--- config.mk ---
export PLATFORM = sky130hd
export DESIGN_NAME = div_unit
export DESIGN_NICKNAME = d
export VERILOG_FILES = /design/src/rtl/div_unit_pkg.sv /design/src/rtl/div_unit.sv
export SDC_FILE = /design/constraint.sdc
export NUM_CORES = 1
export LEC_CHECK = 0
export ABC_AREA = 1
export BUFFER_PORTS_ARGS = -buffer_cell sky130_fd_sc_hd__buf_2
export CELL_PAD_IN_SITES_DETAIL_PLACEMENT = 1
export CELL_PAD_IN_SITES_GLOBAL_PLACEMENT = 1
export CORE_ASPECT_RATIO = 1.75
export CORE_MARGIN = 2
export CORE_UTILIZATION = 31
export DETAILED_ROUTE_END_ITERATION = 6
export HOLD_SLACK_MARGIN = 0.15
export PLACE_DENSITY = 0.72
export SYNTH_ARGS = -nofsm -noshare
export SYNTH_HDL_FRONTEND = slang
export SYNTH_SLANG_ARGS = --single-unit
--- constraint.sdc ---
create_clock -name clk -period 12.4 [get_ports clk]
set_input_delay 1.24 -clock clk [delete_from_list [all_inputs] [get_ports clk]]
set_output_delay 1.24 -clock clk [all_outputs]
set_load 0.005 [all_outputs]
--- src/rtl/div_unit_pkg.sv ---
// rtl/div_unit_pkg.sv - shared encodings for the multi-cycle divider
package div_unit_pkg;

  // Divider FSM encodings
  typedef enum logic [1:0] {
    DivFree   = 2'b00,
    DivByZero = 2'b01,
    DivOn     = 2'b10,
    DivEnd    = 2'b11
  } div_state_e;

  // Request and result-ready levels as seen on the ex/divider handshake
  localparam logic DivStart          = 1'b1;
  localparam logic DivStop           = 1'b0;
  localparam logic DivResultReady    = 1'b1;
  localparam logic DivResultNotReady = 1'b0;

  // Width of the HI/LO result bus
  localparam int DoubleRegBusW = 64;

endpackage

--- src/rtl/div_unit.sv ---
// rtl/div_unit.sv - restoring shift-subtract DIV/DIVU unit beside the ex stage
module div_unit
  import div_unit_pkg::*;
#(
  parameter int DATA_W = 32,
  parameter int CNT_W  = 6
) (
  input  logic                clk,
  input  logic                rst,
  input  logic                signedDiv_i,
  input  logic [DATA_W-1:0]   opNum1_i,
  input  logic [DATA_W-1:0]   opNum2_i,
  input  logic                start_i,
  input  logic                annul_i,
  output logic [2*DATA_W-1:0] result_o,
  output logic                ready_o
);

  div_state_e            state_q;
  logic [CNT_W-1:0]      cnt_q;
  logic [DATA_W-1:0]     dividend_q;   // shifts out dividend bits, shifts in quotient bits
  logic [DATA_W-1:0]     divisor_q;
  logic [DATA_W-1:0]     rem_q;        // partial remainder, always below divisor_q
  logic                  signed_q;
  logic                  sign1_q;
  logic                  sign2_q;
  logic [2*DATA_W-1:0]   result_q;
  logic                  ready_q;

  logic [DATA_W-1:0]     op1_abs;
  logic [DATA_W-1:0]     op2_abs;
  logic [DATA_W:0]       shifted;
  logic [DATA_W:0]       trial;
  logic                  qbit;
  logic [DATA_W-1:0]     rem_d;
  logic [DATA_W-1:0]     quo_d;
  logic [DATA_W-1:0]     quo_fix;
  logic [DATA_W-1:0]     rem_fix;
  logic                  last_iter;

  // Operand magnitudes, one restoring step, and the final sign fix-up
  always_comb begin
    op1_abs   = (signedDiv_i && opNum1_i[DATA_W-1]) ? -opNum1_i : opNum1_i;
    op2_abs   = (signedDiv_i && opNum2_i[DATA_W-1]) ? -opNum2_i : opNum2_i;
    shifted   = {rem_q, dividend_q[DATA_W-1]};
    trial     = shifted - {1'b0, divisor_q};
    qbit      = ~trial[DATA_W];
    rem_d     = qbit ? trial[DATA_W-1:0] : shifted[DATA_W-1:0];
    quo_d     = {dividend_q[DATA_W-2:0], qbit};
    // Quotient is negative when operand signs differ; remainder follows the dividend.
    // 0x80000000 / -1 falls out as 0x80000000 since both magnitudes wrap identically.
    quo_fix   = (signed_q && (sign1_q ^ sign2_q)) ? -quo_d : quo_d;
    rem_fix   = (signed_q && sign1_q) ? -rem_d : rem_d;
    last_iter = (cnt_q == CNT_W'(DATA_W - 1));
  end

  // Divider FSM with registered result and ready
  always_ff @(posedge clk) begin
    if (!rst) begin
      state_q    <= DivFree;
      cnt_q      <= '0;
      dividend_q <= '0;
      divisor_q  <= '0;
      rem_q      <= '0;
      signed_q   <= 1'b0;
      sign1_q    <= 1'b0;
      sign2_q    <= 1'b0;
      result_q   <= '0;
      ready_q    <= DivResultNotReady;
    end else begin
      case (state_q)
        DivFree: begin
          result_q <= '0;
          ready_q  <= DivResultNotReady;
          // annul_i wins over a simultaneous request
          if (start_i == DivStart && !annul_i) begin
            if (opNum2_i == '0) begin
              state_q <= DivByZero;
            end else begin
              state_q    <= DivOn;
              dividend_q <= op1_abs;
              divisor_q  <= op2_abs;
              rem_q      <= '0;
              signed_q   <= signedDiv_i;
              sign1_q    <= opNum1_i[DATA_W-1];
              sign2_q    <= opNum2_i[DATA_W-1];
              cnt_q      <= '0;
            end
          end
        end
        DivByZero: begin
          state_q  <= DivEnd;
          result_q <= '0;
          ready_q  <= DivResultReady;
        end
        DivOn: begin
          if (annul_i) begin
            state_q  <= DivFree;
            result_q <= '0;
            ready_q  <= DivResultNotReady;
          end else begin
            dividend_q <= quo_d;
            rem_q      <= rem_d;
            cnt_q      <= cnt_q + CNT_W'(1);
            if (last_iter) begin
              state_q  <= DivEnd;
              result_q <= {rem_fix, quo_fix};
              ready_q  <= DivResultReady;
            end
          end
        end
        DivEnd: begin
          // Hold the result until ex drops its request for a cycle
          if (start_i == DivStop) begin
            state_q  <= DivFree;
            result_q <= '0;
            ready_q  <= DivResultNotReady;
          end
        end
        default: begin
          state_q <= DivFree;
        end
      endcase
    end
  end

  assign result_o = result_q;
  assign ready_o  = ready_q;

endmodule

==> results of run 1 <==
-- metrics by stage --
step                power, mW  setup WS, ns  instance area [um^2]   util
detailed placement       2.15          7.37                 13900  0.341
floorplan                1.72          8.40                 12800      -
global placement         2.12          7.52                 13900  0.341
global route             2.91          6.86                 14500  0.355
finish                   2.70          7.37                 14500  0.355
CTS                      2.72          7.38                 14500  0.355
-- path summary, 6_finish.rpt --
| path | startpoint | to | slack (ns) | cells past startpoint |
|---|---|---|---|---|
| min | result_o[54] | result_o[54] | 0.47 | 2 |
| min reg2reg | result_o[54] | result_o[54] | 0.47 | 2 |
| max reg2reg | dividend_q[31] | result_o[30] | 7.37 | 29 |
| max | dividend_q[31] | result_o[30] | 7.37 | 29 |
-- area by class of cell --
cell class              count  area, um^2  area share
multi-input cells        1598        8110       0.559
flip-flops and latches    172        3440       0.237
inverters                 250         941      0.0649
repair buffers            143         741      0.0511
well taps                 550         688      0.0475
clock buffers              17         425      0.0293
clock inverters            15         153      0.0105
-- logic make-up after synthesis --
| family | share of synthesized area |
|---|---|
| and+or+nand+nor | 0.370 |
| AOI/OAI and AO/OA | 0.168 |
| buffers and inverters | 0.102 |
| DFF | 0.268 |
| xor gates and xnor gates | 0.0505 |
| adders and majority gates | 0.0415 |
-- cell usage in the layout (no fill, tap or decap), types with 5 or more instances in the layout --
master and n:
dfxtp_1 172, inv_1 237, nand3b_1 12, a21oi_1 213, nand2_2 30, o211ai_1 6, o21bai_1 7, clkbuf_16 17
nor2_2 11, nor2_1 191, nor3_1 27, nand3_4 5, buf_2 133, nor2_4 5, o21ai_1 8, a31oi_1 5
nor4_1 9, buf_4 10, ha_1 41, nand3_1 127, a211oi_1 8, xnor2_1 26, nand2_1 619, xor2_1 48
inv_2 9, o21ai_0 125, nand4_1 23
-- synth_stat cells, drive strengths merged, types with 2 or more instances --
cell type	count
a211oi	8
a21o	4
a21oi	219
a221oi	2
a31oi	5
and2	2
buf	22
clkbuf	53
clkinv	4
dfxtp	172
ha	41
inv	246
nand2	656
nand3	134
nand3b	12
nand4	23
nor2	208
nor3	31
nor3b	3
nor4	9
o211ai	6
o21ai	137
o21bai	7
o22ai	4
o31ai	3
or2	4
xnor2	26
xor2	48
-- tightest hold or removal path, cell delays in order, from the launching register on --
cell and delay [ns]:
dfxtp_1 0.31, nand2_1 0.06, a21oi_1 0.05
-- where the power goes --
group	total, mW	switching [mW]	internal (mW)
clock network	0.554	0.270	0.284
logic	1.46	1.05	0.412
registers	0.688	0.0660	0.622
-- registers in the layout, indices dropped and copies added (netlist names) --
name	flops
divisor_q	32
result_o	64
rem_q	32
sign2_q	1
sign1_q	1
state_q	2
signed_q	1
cnt_q	6
ready_o	1
dividend_q	32
-- metal layers --
layer | part of all wire | track usage | up-vias | wire, um
met5 | 0 | 0 | - | 0
met4 | 0.071 | 0.166 | 0 | 3640
met3 | 0.023 | 0.0269 | 140 | 1210
met2 | 0.56 | 0.484 | 258 | 29100
met1 | 0.34 | 0.228 | 6851 | 17700
li1 | - | - | 6912 | -
==> out/results.ini, run 1 <==
[clock_tree]
clk_latency_ns=0.47
cts-root-buf=clkbuf_16
cts.repair.resized=0
cts_setup_buffers=0
h-tree-depth=4
cts_buffers=17
cts_tree=done
cts_hold_buffers=0
clk_pin_slew_ns=0.08
clock_path_buffers=2
cts.sinks=172

[place]
port_buffers=133
gp_congestion=0.911
dp_hpwl_mm=40.8
place_inst=2713

[floorplanning]
die_w_um=158
die_h_um=273
num_rows=98
coreArea_mm2=0.0408
start_util=0.314
die_area_mm2=0.0431
num_io_pins=134

[detailed_routing]
dr.pass1.iters=5
via_count=14200
drtIter0Drc=588
drtAntennaViolNets=0
avgViaCountPerCell=5.16
wl_per_cell_um=18.8
routed_wl_mm=51.6
drc=0

[sta]
worst_hold_slack_ns=0.467
period_needed_ns=5.03
tns_ns=0
slew_headroom=0.244
fin_worst_skew_ns=0.0194
max_freq_ghz=0.199
hold_viol=0
worstMarginPinSlew_ns=1.13
period_share=0.405
setup_viol=0
rsz0062_at_grt=false
drv_slew=0

[synthesis]
ys_top_cells_by_area=dfxtp_1 27%, nand2_1 18%, a21oi_1 8.3%
yosys_register_bits=172
synth_top_cell_area_share=0.268
async_flop_share=0
avgSynthCellArea_um2=6.13
yosysSeqAreaShare=0.268
ys_types=56
syn_inst=2095
synth-edff-count=0
yosysWarnings=0
syn-cell-area_mm2=0.0128
syn_nets=2206
synth_top_cell_by_area=dfxtp_1
synth_flop_cell=dfxtp_1

[final_layout]
area_growth_pct=13.0
instances_no_fill=2745
antenna_cells=0
layout.nets=2293
drive_gt1_frac=0.120
fill_cells=5465

[outcome]
status=finished clean

[pwr]
peakVddDrop_v=0.000114
powerDensity_mw_per_mm2=187
cellLeakagePower_nw=6.97

[grt]
overflow=0
antenna_found_initial=0
first_global_vias=15200
grtUsageTotal=0.245
grt_start_max_net_pins=97
grt_pass1_wl_mm=81.1

[critical_path]
cpLargestDelayFamily=simple AND/OR/NAND/NOR gates
worstSetupStartpointType=flip-flop
path_max_fanout=42
cp.required_ns=12.78
crit_type=reg2reg
slowest_stage=nor3_1
cp_common_cell=nand2_1
worstPathArrival_ns=5.41
crit_buf_inv=3
cp_slowest_stage_delay_ns=0.47
crit_path_end_kind=flip-flop

[hold_path]
min_path_type=reg2reg

[run]
maxCapViolCount=0

Power figures use the tool's default switching activity.
==> run 2, diff against run 1 <==
==> constraint.sdc (replaced) <==
create_clock -name clk -period 5 [get_ports clk]
set_input_delay 0.5 -clock clk [delete_from_list [all_inputs] [get_ports clk]]
set_output_delay 0.5 -clock clk [all_outputs]
set_load 0.005 [all_outputs]
==> run 2 against run 1 <==
Effect of this change: combinational power rose to 2.5 times the previous value; sequential power increased by 150%; non-clock buffer count increased by 4; sequential share of layout area about the same; clock power up 140%; flip-flop and latch count is the same; wire length is 0.23% lower; register-to-register slack got worse by 6.8 ns; count of clock-buffer cells in the layout grew 3; critical path depth unchanged; first-iteration DRC count shrank 15%.
==> out/results.ini, run 2 (synthesis results as in run 1) <==
[outcome]
status=finished clean

[critical_path]
crit_path_end_kind=flip-flop
cp.required_ns=5.39  ; -7.39 ns
cp_common_cell=nand2_1
crit_type=reg2reg
worstSetupStartpointType=flip-flop
path_max_fanout=7  ; -83%
worstPathArrival_ns=4.81  ; -0.60 ns
slowest_stage=fa_1
cp_slowest_stage_delay_ns=0.42  ; -0.05 ns

[clock_tree]
cts.sinks=172  ; unchanged
clk_latency_ns=0.46  ; about the same
cts_buffers=17  ; unchanged
clk_pin_slew_ns=0.07  ; about the same
cts_hold_buffers=0  ; unchanged
clock_path_buffers=2  ; unchanged
h-tree-depth=4  ; unchanged
cts-root-buf=clkbuf_16
cts_tree=done

[sta]
fin_worst_skew_ns=0.0138  ; -0.00561 ns
period_needed_ns=4.42  ; -0.607 ns
max_freq_ghz=0.226  ; +14%
rsz0062_at_grt=false
period_share=0.884  ; +0.478
worstMarginPinSlew_ns=1.02  ; -0.119 ns
tns_ns=0  ; unchanged
setup_viol=0  ; unchanged
hold_viol=0  ; unchanged
drv_slew=0  ; unchanged
slew_headroom=0.322  ; +0.0786

[grt]
grt_pass1_wl_mm=80.5  ; -0.72%
grt_start_max_net_pins=90  ; -7.2%
overflow=0  ; unchanged
first_global_vias=15000  ; -1.1%
antenna_found_initial=0  ; unchanged
grtUsageTotal=0.244  ; -0.000598

[detailed_routing]
routed_wl_mm=51.5  ; -0.23%
avgViaCountPerCell=5.12  ; -0.72%
dr.pass1.iters=4  ; -1
drtIter0Drc=501  ; -15%
drc=0  ; unchanged
via_count=14100  ; -0.57%
drtAntennaViolNets=0  ; unchanged
wl_per_cell_um=18.7  ; -0.38%

[final_layout]
fill_cells=5446  ; -0.35%
regArea_mm2=0.00344  ; unchanged
largest_reg_flops=64  ; unchanged
layout.nets=2297  ; +0.17%
final_common_cell=nand2_1
final_area_mm2=0.0145  ; +0.20%
drive_gt1_frac=0.122  ; +0.00160
area_growth_pct=13.2
antenna_cells=0  ; unchanged
multi_input_area_mm2=0.00812  ; about the same
final_cell_mix=619 x nand2_1, 237 x inv_1, 213 x a21oi_1

[floorplanning]
die_area_mm2=0.0431  ; unchanged
num_rows=98  ; unchanged
die_w_um=158  ; unchanged
die_h_um=273  ; unchanged
num_io_pins=134  ; unchanged
coreArea_mm2=0.0408  ; unchanged
start_util=0.314  ; unchanged

[pwr]
peakVddDrop_v=0.000279  ; +140%
powerDensity_mw_per_mm2=461  ; +150%
cellLeakagePower_nw=6.99  ; +0.34%

[place]
gp_congestion=0.962  ; +5.6%
port_buffers=133  ; unchanged
dp_hpwl_mm=41.3  ; +1.3%
dpl_cell_area_mm2=0.0140  ; +0.31%

[hold_path]
min_path_type=in2reg

[run]
maxCapViolCount=0  ; unchanged

[run 2: changes by cell type in the layout (fill, tap and decap cells not counted), sizes merged]
cell / change
buf: +4
clkbuf: +3
clkinvlp: -2
bufinv: -1
[run 2: path summary, 6_finish.rpt]
kind,start,to,slack (ns),depth (start not counted)
max,dividend_q[31],result_o[30],0.58,29
min,opNum2_i[31],sign2_q,0.36,3
max reg2reg,dividend_q[31],result_o[30],0.58,29
min reg2reg,result_o[34],result_o[34],0.47,2
[run 2: layout make-up]
class                           instances  area share
Sequential cell                       172       0.237
Clock buffer                           20      0.0314
Tap cell                              550      0.0474
Multi-Input combinational cell       1598       0.559
Timing Repair Buffer                  147      0.0539
Clock inverter                         12     0.00706
Inverter                              250      0.0648
[run 2: where the power goes]
part	internal, mW	total [mW]	switching [mW]
logic	1.05	3.67	2.62
registers	1.54	1.70	0.153
clock network	0.679	1.33	0.649
total	3.27	6.70	3.42
[run 2: through the flow]
stage          power [mW]  worst slack [ns]  hold WS [ns]  instances   util
6_report             6.70             0.581         0.358       2749  0.356
5_1_grt              7.22            0.0740         0.379       2749  0.356
4_1_cts              6.73             0.410         0.342       2749  0.356
3_5_place_dp         5.37             0.444         0.456       2717  0.342
3_3_place_gp         5.28             0.650         0.453       2717  0.342
2_1_floorplan        4.26              1.00         0.432       2095      -
[run 2: worst max-delay path: cells and delay by family, from the launching register on]
family	cells	cell delay [ns]
simple gates	18	2.19
fa+ha+maj	3	0.82
compound gates	5	0.80
flops	1	0.33
buf+inv	3	0.23
[run 2: repair_timing]
action | CTS | global route
buffers inserted | 0 | 0
endpoints found under the setup margin | 0 | 2
resized for setup | 0 | 1
[run 2: metal layers]
layer | up-vias | track usage | wire, um
li1 | 6920 | - | -
met1 | 6763 | 0.226 | 17700
met2 | 252 | 0.485 | 29100
met3 | 145 | 0.0233 | 899
met4 | 0 | 0.169 | 3870
met5 | - | 0 | 0
==> run 3, diff against run 2 <==
--- a/config.mk
+++ b/config.mk
@@ -12,6 +12,7 @@
 export CORE_ASPECT_RATIO = 1.75
 export CORE_MARGIN = 2
 export CORE_UTILIZATION = 31
+export CTS_BUF_LIST = sky130_fd_sc_hd__clkbuf_8
 export DETAILED_ROUTE_END_ITERATION = 6
 export HOLD_SLACK_MARGIN = 0.15
 export PLACE_DENSITY = 0.72
==> run 3 against run 2 <==
Effect of this change: first-iteration DRC count rose by 2.4%; via count barely moved; flip-flop and latch count did not move; register-to-register slack barely moved; total power fell by 5.1%; hold slack got worse by 0.065 ns; count of clock-buffer cells in the layout fell by 1; critical path depth did not move; clock power fell by 25%; clock skew rose by 0.0093 ns; wire length fell by 0.24%; critical path type unchanged; largest cell class unchanged; highest routed layer unchanged.
==> out/results.ini, run 3 (synthesis results as in run 1) <==
[outcome]
status=finished clean

[final_layout]
final_common_cell=nand2_1
instances_no_fill=2750  ; +0.036%
fill_cells=5459  ; +0.24%
area_growth_pct=11.7
regArea_mm2=0.00344  ; unchanged
fin_util=0.351  ; -0.00463
largest_reg_flops=64  ; unchanged
final_cell_mix=619 x nand2_1, 238 x inv_1, 213 x a21oi_1
drive_gt1_frac=0.122  ; unchanged
layout.nets=2297  ; unchanged
multi_input_area_mm2=0.00812  ; unchanged

[place]
port_buffers=133  ; unchanged
place_inst=2717  ; unchanged
pre_cts_slack_ns=0.444  ; unchanged
gp_congestion=0.962  ; unchanged
dp_hpwl_mm=41.3  ; unchanged

[sta]
worstMarginPinSlew_ns=1.00  ; -0.0145 ns
setup_slack_ns=0.588  ; +0.00705 ns
drv_slew=0  ; unchanged
rsz0062_at_grt=false
max_freq_ghz=0.227  ; +0.16%
hold_viol=0  ; unchanged
period_needed_ns=4.41  ; -0.00705 ns
tns_ns=0  ; unchanged
fin_worst_skew_ns=0.0231  ; +0.00927 ns
setup_viol=0  ; unchanged
slew_headroom=0.333  ; +0.0106
period_share=0.882  ; -0.00141

[critical_path]
cp.required_ns=5.45  ; +0.06 ns
worstPathArrival_ns=4.86  ; +0.05 ns
crit_path_end_kind=flip-flop
slowest_stage=fa_1
worstSetupStartpointType=flip-flop
cp_slowest_stage_delay_ns=0.42  ; about the same
path_max_fanout=7  ; unchanged
cp_common_cell=nand2_1
crit_type=reg2reg

[clock_tree]
h-tree-depth=4  ; unchanged
clk_latency_ns=0.53  ; +0.07 ns
cts-root-buf=clkbuf_8
cts_buffers=17  ; unchanged
cts.repair.resized=0  ; unchanged
cts_setup_buffers=0  ; unchanged
cts_hold_buffers=0  ; unchanged
clk_pin_slew_ns=0.10  ; +0.03 ns
clock_path_buffers=2  ; unchanged
cts_tree=done
cts.sinks=172  ; unchanged

[hold_path]
min_path_type=in2reg

[detailed_routing]
wl_per_cell_um=18.7  ; -0.27%
avgViaCountPerCell=5.12  ; about the same
via_count=14100  ; +0.036%
drc=0  ; unchanged
routed_wl_mm=51.4  ; -0.24%
dr.pass1.iters=4  ; unchanged
drtAntennaViolNets=0  ; unchanged
drtIter0Drc=513  ; +2.4%

[floorplanning]
die_area_mm2=0.0431  ; unchanged
num_rows=98  ; unchanged
die_w_um=158  ; unchanged
num_io_pins=134  ; unchanged
start_util=0.314  ; unchanged
coreArea_mm2=0.0408  ; unchanged
die_h_um=273  ; unchanged

[pwr]
peakVddDrop_v=0.000217  ; -22%
powerDensity_mw_per_mm2=443  ; -3.9%
cellLeakagePower_nw=6.91  ; -1.2%

[grt]
first_global_vias=15000  ; -0.40%
grt_start_max_net_pins=90  ; unchanged
grtUsageTotal=0.244  ; -0.000667
grt_pass1_wl_mm=80.2  ; -0.38%
antenna_found_initial=1  ; +1
overflow=0  ; unchanged

[run]
maxCapViolCount=0  ; unchanged

## run 3: cell types whose count changed in the layout (fill, tap and decap cells not counted)
cell	before	now
clkbuf_16	17	0
clkbuf_8	2	19
clkbuf_1	1	0
diode_2	0	1
inv_1	237	238
## run 3: report_power, final
group / internal, mW / leakage (nW) / switching (mW) / total [mW]
sequential: 1.54 / 1.40 / 0.154 / 1.70
combinational: 1.05 / 5.32 / 2.62 / 3.67
clock: 0.384 / 0.197 / 0.608 / 0.992
total: 2.98 / 6.91 / 3.38 / 6.36
## run 3: path summary, 6_finish.rpt
kind	startpoint	endpoint	slack (ns)	cells after the start
worst max-delay path	dividend_q[31]	result_o[30]	0.59	29
worst min register to register	result_o[34]	result_o[34]	0.47	2
worst min-delay path	opNum2_i[31]	sign2_q	0.29	3
worst max register to register	dividend_q[31]	result_o[30]	0.59	29
## run 3: worst max-delay path, delay by kind of cell, from the launching register on
kind	cells	cell delay (ns)
and+or+nand+nor	18	2.18
AOI/OAI and AO/OA	5	0.79
adders and majority gates	3	0.82
buffers and inverters	3	0.23
DFF	1	0.34
## run 3: cell type report
| type | instances | area share |
|---|---|---|
| Clock inverter | 13 | 0.00742 |
| Antenna cell | 1 | 0.000174 |
| Clock buffer | 19 | 0.0182 |
| Tap cell | 550 | 0.0480 |
| Timing Repair Buffer | 147 | 0.0546 |
| Sequential cell | 172 | 0.240 |
| Multi-Input combinational cell | 1598 | 0.566 |
| Inverter | 250 | 0.0656 |
## run 3: metal layers
metal,track usage,share of wire,vias to the layer above
li1,-,-,6921
met1,0.228,0.34,6759
met2,0.484,0.56,263
met3,0.0225,0.020,142
met4,0.165,0.074,0
met5,0,0,-
## run 3: per-stage QoR
stage / total power, mW / hold WS, ns / area (um^2)
floorplan: 4.26 / 0.432 / 12800
global placement: 5.28 / 0.453 / 14000
detailed placement: 5.37 / 0.456 / 14000
CTS: 6.39 / 0.253 / 14300
global route: 6.88 / 0.305 / 14300
finish: 6.36 / 0.293 / 14300
